===== src/rtl/slave_if_rd.sv =====
// slave_if_rd: slave-side read port of the crossbar.
// Four masters compete round-robin for one single-port, 1-cycle-latency
// buffer-memory read port. A grant is held for a whole burst and released on
// the Last beat, on a Req drop (abort) or when the beat watchdog fires.
//
// Ports:
//   iClk, iRst_n                  clock, async active-low reset
//   iMstNRdReq/Valid/Addr/Sel/Last per-master request and beat bundle (N=0..3)
//   oMstNRdReady                  beat accept, granted master only
//   oMstNRdData                   broadcast copy of iMemRdData
//   oMemRdEn/Addr/Sel, iMemRdData memory read port
//   oGrant                        one-hot owner, 0 when idle
//   oBurstErr                     1-cycle pulse after a watchdog release
//
// state | meaning
// IDLE  | no owner; arbitrate among requesters, grant takes effect next cycle
// BUSY  | grant locked; beats of the owner go straight to memory
module slave_if_rd #(
  parameter int AW        = 12,
  parameter int DW        = 32,
  parameter int SW        = 4,
  parameter int MAX_BURST = 64
) (
  input  logic          iClk,
  input  logic          iRst_n,
  input  logic          iMst0RdReq,
  input  logic          iMst1RdReq,
  input  logic          iMst2RdReq,
  input  logic          iMst3RdReq,
  input  logic          iMst0RdValid,
  input  logic          iMst1RdValid,
  input  logic          iMst2RdValid,
  input  logic          iMst3RdValid,
  input  logic [AW-1:0] iMst0RdAddr,
  input  logic [AW-1:0] iMst1RdAddr,
  input  logic [AW-1:0] iMst2RdAddr,
  input  logic [AW-1:0] iMst3RdAddr,
  input  logic [SW-1:0] iMst0RdSel,
  input  logic [SW-1:0] iMst1RdSel,
  input  logic [SW-1:0] iMst2RdSel,
  input  logic [SW-1:0] iMst3RdSel,
  input  logic          iMst0RdLast,
  input  logic          iMst1RdLast,
  input  logic          iMst2RdLast,
  input  logic          iMst3RdLast,
  output logic          oMst0RdReady,
  output logic          oMst1RdReady,
  output logic          oMst2RdReady,
  output logic          oMst3RdReady,
  output logic [DW-1:0] oMst0RdData,
  output logic [DW-1:0] oMst1RdData,
  output logic [DW-1:0] oMst2RdData,
  output logic [DW-1:0] oMst3RdData,
  output logic          oMemRdEn,
  output logic [AW-1:0] oMemRdAddr,
  output logic [SW-1:0] oMemRdSel,
  input  logic [DW-1:0] iMemRdData,
  output logic [3:0]    oGrant,
  output logic          oBurstErr
);

  localparam int CW = $clog2(MAX_BURST) + 1;

  typedef enum logic {IDLE, BUSY} state_t;

  state_t          state;
  logic [3:0]      grant;
  logic [1:0]      gnt_idx;
  logic [1:0]      ptr;
  logic [CW-1:0]   cnt;
  logic            burst_err;

  logic [3:0]      req_v, vld_v, lst_v;
  logic [AW-1:0]   addr_v [4];
  logic [SW-1:0]   sel_v  [4];

  logic            cur_req, cur_vld, cur_lst;
  logic [AW-1:0]   cur_addr;
  logic [SW-1:0]   cur_sel;
  logic            busy, accept, wd_hit, release_now;
  logic            arb_found;
  logic [1:0]      arb_idx, cand;

  assign req_v  = {iMst3RdReq,   iMst2RdReq,   iMst1RdReq,   iMst0RdReq};
  assign vld_v  = {iMst3RdValid, iMst2RdValid, iMst1RdValid, iMst0RdValid};
  assign lst_v  = {iMst3RdLast,  iMst2RdLast,  iMst1RdLast,  iMst0RdLast};
  assign addr_v = '{iMst0RdAddr, iMst1RdAddr, iMst2RdAddr, iMst3RdAddr};
  assign sel_v  = '{iMst0RdSel,  iMst1RdSel,  iMst2RdSel,  iMst3RdSel};

  // Owner bundle is selected by the registered grant index only, so a
  // non-owner's Addr/Sel can never leak into the memory port.
  assign cur_req  = req_v[gnt_idx];
  assign cur_vld  = vld_v[gnt_idx];
  assign cur_lst  = lst_v[gnt_idx];
  assign cur_addr = addr_v[gnt_idx];
  assign cur_sel  = sel_v[gnt_idx];

  assign busy        = (state == BUSY);
  assign accept      = busy & cur_req & cur_vld;
  assign wd_hit      = accept & (cnt == CW'(MAX_BURST - 1));
  assign release_now = busy & (~cur_req | (accept & cur_lst) | wd_hit);

  // Search starts just after the last owner; k=4 wraps back to ptr itself.
  always_comb begin
    arb_found = 1'b0;
    arb_idx   = ptr;
    cand      = ptr;
    for (int k = 1; k <= 4; k++) begin
      cand = ptr + 2'(k);
      if (!arb_found && req_v[cand]) begin
        arb_found = 1'b1;
        arb_idx   = cand;
      end
    end
  end

  always_ff @(posedge iClk or negedge iRst_n) begin
    if (!iRst_n) begin
      state     <= IDLE;
      grant     <= '0;
      gnt_idx   <= '0;
      ptr       <= 2'd3;
      cnt       <= '0;
      burst_err <= 1'b0;
    end else begin
      burst_err <= 1'b0;
      case (state)
        IDLE: begin
          if (arb_found) begin
            state   <= BUSY;
            grant   <= 4'(1) << arb_idx;
            gnt_idx <= arb_idx;
          end
        end
        BUSY: begin
          if (accept && cnt != CW'(MAX_BURST))
            cnt <= cnt + 1'b1;
          if (release_now) begin
            state     <= IDLE;
            grant     <= '0;
            ptr       <= gnt_idx;
            cnt       <= '0;
            burst_err <= wd_hit & ~cur_lst;
          end
        end
        default: state <= IDLE;
      endcase
    end
  end

  assign oGrant       = grant;
  assign oBurstErr    = burst_err;
  assign oMst0RdReady = busy & grant[0];
  assign oMst1RdReady = busy & grant[1];
  assign oMst2RdReady = busy & grant[2];
  assign oMst3RdReady = busy & grant[3];

  assign oMemRdEn   = accept;
  assign oMemRdAddr = accept ? cur_addr : '0;
  assign oMemRdSel  = accept ? cur_sel  : '0;

  assign oMst0RdData = iMemRdData;
  assign oMst1RdData = iMemRdData;
  assign oMst2RdData = iMemRdData;
  assign oMst3RdData = iMemRdData;

endmodule


===== config.mk =====
export PLATFORM = sky130hd
export DESIGN_NAME = slave_if_rd
export DESIGN_NICKNAME = d
export VERILOG_FILES = /design/src/rtl/slave_if_rd.sv
export SDC_FILE = /design/constraint.sdc
export NUM_CORES = 1
export LEC_CHECK = 0
export CAP_MARGIN = 15
export CORE_AREA = 2 2 101 103
export DETAILED_ROUTE_END_ITERATION = 8
export DIE_AREA = 0 0 103 105
export PLACE_DENSITY_LB_ADDON = 0.2
export SYNTH_ARGS = -nofsm -noshare
export SYNTH_HDL_FRONTEND = slang
export SYNTH_SLANG_ARGS = --single-unit

===== constraint.sdc =====
create_clock -name iClk -period 4.5 [get_ports iClk]
set_input_delay 1.125 -clock iClk [delete_from_list [all_inputs] [get_ports iClk]]
set_output_delay 1.125 -clock iClk [all_outputs]
set_load 0.02 [all_outputs]

==> summary.md <==
| Metric | Value |
|---|---|
| Crit. End Element | output pin |
| Buffers on Ports | a little over 100 |
| Antenna violations before repair | 0 |
| PD cells | 465.6 mW/mm^2 |
| Largest net degree at the start of global routing | 20 |
| Cell count after synthesis | ~270 |
| Total wire length | between 6000 and 7000 um |
| CP Max Fanout | 19 |
| Die area | approximately 0.011 mm^2 |
| Area Growth Syn to Fin | 8.855% |
| Hold buffers post-CTS | 0 |
| Synth Register Bits | 17 |
| Final worst setup slack | roughly 0.30 ns |
| CTS Buffer Depth | 2 |
| Core ar. | 0.009639 mm^2 |
| Yosys cell types | 43 |
| N_diodes | 0 |
| Fill count | a little over 1,000 |
| Setup_tns | 0 ns |
| Fraction of layout instances using a drive strength above 1 | 15.85% |
| Synthesis Warnings | 0 |
| Placement Setup Slack | ~0.29 ns |
| CP cell instances | clkdlybuf4s50_1 > mux4_2 > nand3_4 > nor2b_1 > clkdlybuf4s50_1 |
| Slew Limit Headroom | between 40 and 50% |
| Post-synthesis async set-or-reset flop share | 100.0% |
| Crit-path max cell delay | just over 0.6 ns |
| Final hold viol count | 0 |
| Total CTS buffers | 3 |
| Gpl congestion | ~0.74 |
| Post-Syn Nets | 383 |
| Peak VDD IR | between 0.3 and 0.4 mV |
| Post-CTS setup buffers | 0 |
| Cell area after layout | between 0.002 and 0.003 mm^2 |
| Minimum clock period | between 4 and 5 ns |
| First-pass GRT wire length | a little under 9000 um |
| EDFF count, synth | 0 |
| CTS sink cnt | 17 |
| Hold WC Path Type | reg2reg |
| DRT antenna net count | 0 |
| Max-slew violations | 0 |
| MaxCap Viol Count | 0 |
| GRT Residual Overflow | 0 |
| I/O pins | roughly 260 |
| Initial core utilization | between 20% and 30% |
| DP Area | 0.002738 mm^2 |
| Fmax | approximately 240 MHz |
| RSZ-0062 raised after global routing | no |
| Post-DP HPWL | around 4900 um |
| Netlist Area Pre-Place | about 0.0026 mm^2 |
| Post-DR wirelength/cell | between 15 and 20 um |
| Routed vias/inst | approximately 4.2 |
| Primary FF master, synth | dfrtp_1 |
| Leak | 1.024 nW |
| Most used cell, CP | clkdlybuf4s50_1 |
| CP arrival | 3.07 ns |
| Tightest Pin Transition | 0.8204 ns |
| TritonRoute pass-1 iters | 4 |
| CP delay by family, top | buffers and inverters |
| Layout Nets | around 360 |
| Htree depth | 1 |
| Num rows | 36 |
| Mean post-synth cell area | ~9.4 um^2 |
| Slowest-stage cell, CP | clkdlybuf4s50_1 |
| Final Skew | 0.009434 ns |
| Status | finished, final reports clean |
| TritonCTS clock tree | built |
| Global-route total usage across every layer | 10.59% |
| Crit Path Category | in2out |
| Final Power | 1.296 mW |
| CP bufs+invs | 2 |
| Detailed Route Iter0 Violations | 36 |
| Die Height | between 100 and 150 um |
| Via count | roughly 1,600 |
| Setup-failing EPs final | 0 |
| Vias in the first global route | between 1,500 and 2,000 |
| Final cycle utilization of the critical path | between 90 and 100% |
| Critical path launch point type | input pin |
| Clk slew on worst S/H paths | 0.08 ns |
| CTS Root Cell | clkbuf_8 |
| Die Span X | around 100 um |
| Worst EP required | 3.38 ns |
| CTS resizes | 0 |
| DRC Markers | 0 |
| Clk Latency, worst-skew pair | about 0.26 ns |
| Sequential share of the synthesized area | 16.73% |
[registers in the layout, summed over array words and instances (netlist names)]
register   cells
gnt_idx        2
cnt            7
oBurstErr      1
busy           1
oGrant         4
ptr            2
[stage by stage]
| stage | instances | utilization [%] | hold WS [ns] |
|---|---|---|---|
| floorplan | 271 | - | 0.5131 |
| global placement | 375 | 28.40 | 0.5391 |
| detailed placement | 375 | 28.40 | 0.5473 |
| CTS | 379 | 28.88 | 0.5577 |
| global route | 379 | 28.88 | 0.5863 |
| finish | 379 | 28.88 | 0.5530 |
[worst register-to-register path, cell delays in order (launching register included)]
cell,delay (ns)
dfrtp_1,0.65
mux4_2,0.62
buf_4,0.20
o21ai_4,0.31
mux2_4,0.33
[final timing paths]
kind / endpoint / depth (start not counted) / start / slack, ns
worst max-delay path: oMemRdAddr[11] / 5 / iMst3RdReq / 0.30
worst min-delay path: oGrant[3]$_DFFE_PN0P_ / 2 / oGrant[3]$_DFFE_PN0P_ / 0.55
worst max register to register: ptr[1]$_DFFE_PN1P_ / 4 / gnt_idx[1]$_DFFE_PN0P_ / 2.32
worst min register to register: oGrant[3]$_DFFE_PN0P_ / 2 / oGrant[3]$_DFFE_PN0P_ / 0.55
max in group asynchronous: cnt[6]$_DFFE_PN0P_ / 1 / iRst_n / 2.65
min in group asynchronous: oGrant[2]$_DFFE_PN0P_ / 1 / iRst_n / 1.34
[layer usage]
metal	wire, um	track usage, %	vias to the layer above
met1	2312	13.05	756
met5	0	0	-
li1	-	-	742
met4	52	2.726	0
met3	743	3.278	6
met2	2903	17.72	94
[power breakdown]
group          leakage, nW  total [mW]  internal [mW]  switching, mW
clock network       0.0255       0.118         0.0616         0.0566
registers            0.221       0.277          0.203         0.0735
logic                0.777       0.901          0.488          0.413
[area by class of cell]
| cell class | count | area (um^2) | share of cell area, % |
|---|---|---|---|
| Sequential cell | 17 | 427.9 | 15.37 |
| Clock inverter | 1 | 5.005 | 0.1798 |
| Clock buffer | 3 | 41.29 | 1.483 |
| Multi-Input combinational cell | 110 | 1052 | 37.80 |
| Tap cell | 133 | 166.4 | 5.978 |
| Timing Repair Buffer | 107 | 1061 | 38.11 |
| Inverter | 8 | 30.03 | 1.079 |
[cells in the mapped netlist, types with 2 or more instances]
| library cell | count | area, um^2 |
|---|---|---|
| o21ai_0 | 5 | 25.02 |
| o21ai_1 | 2 | 10.01 |
| dfstp_2 | 2 | 52.55 |
| mux2i_1 | 3 | 30.03 |
| ha_1 | 2 | 25.02 |
| o2bb2ai_1 | 2 | 17.52 |
| clkbuf_8 | 2 | 27.53 |
| xnor2_1 | 3 | 26.28 |
| o22ai_1 | 3 | 18.77 |
| a21o_1 | 3 | 22.52 |
| mux4_2 | 19 | 427.9 |
| buf_6 | 3 | 33.78 |
| buf_4 | 128 | 960.9 |
| dfrtp_1 | 15 | 375.4 |
| nand2b_1 | 3 | 18.77 |
| mux2_4 | 2 | 30.03 |
| nor2b_1 | 16 | 100.1 |
| buf_2 | 2 | 10.01 |
| a21oi_1 | 4 | 20.02 |
| and2_1 | 4 | 25.02 |
| inv_1 | 7 | 26.28 |
| nand2_1 | 10 | 37.54 |
| nand4_1 | 4 | 25.02 |
| nor2_1 | 8 | 30.03 |
[cell usage in the layout, fill, tap and decap left out, drive strengths merged, types with 8 or more instances in the layout]
cell	count
o21ai	8
clkdlybuf4s50	103
mux4	19
inv	8
dfrtp	15
nand2	11
nor2	8
nor2b	16
[logic make-up (layout without fill, tap and decap cells)]
group | after synthesis | in the layout | synth area share [%]
muxes | 25 | 25 | 19.52
DFF | 17 | 17 | 16.73
adders and majority gates | 2 | 2 | 0.9783
buffers and inverters | 144 | 119 | 42.12
AOI/OAI and AO/OA | 27 | 27 | 7.730
xor gates and xnor gates | 3 | 3 | 1.028
and+or+nand+nor | 53 | 53 | 11.89
(Power assumes the default switching activity.)
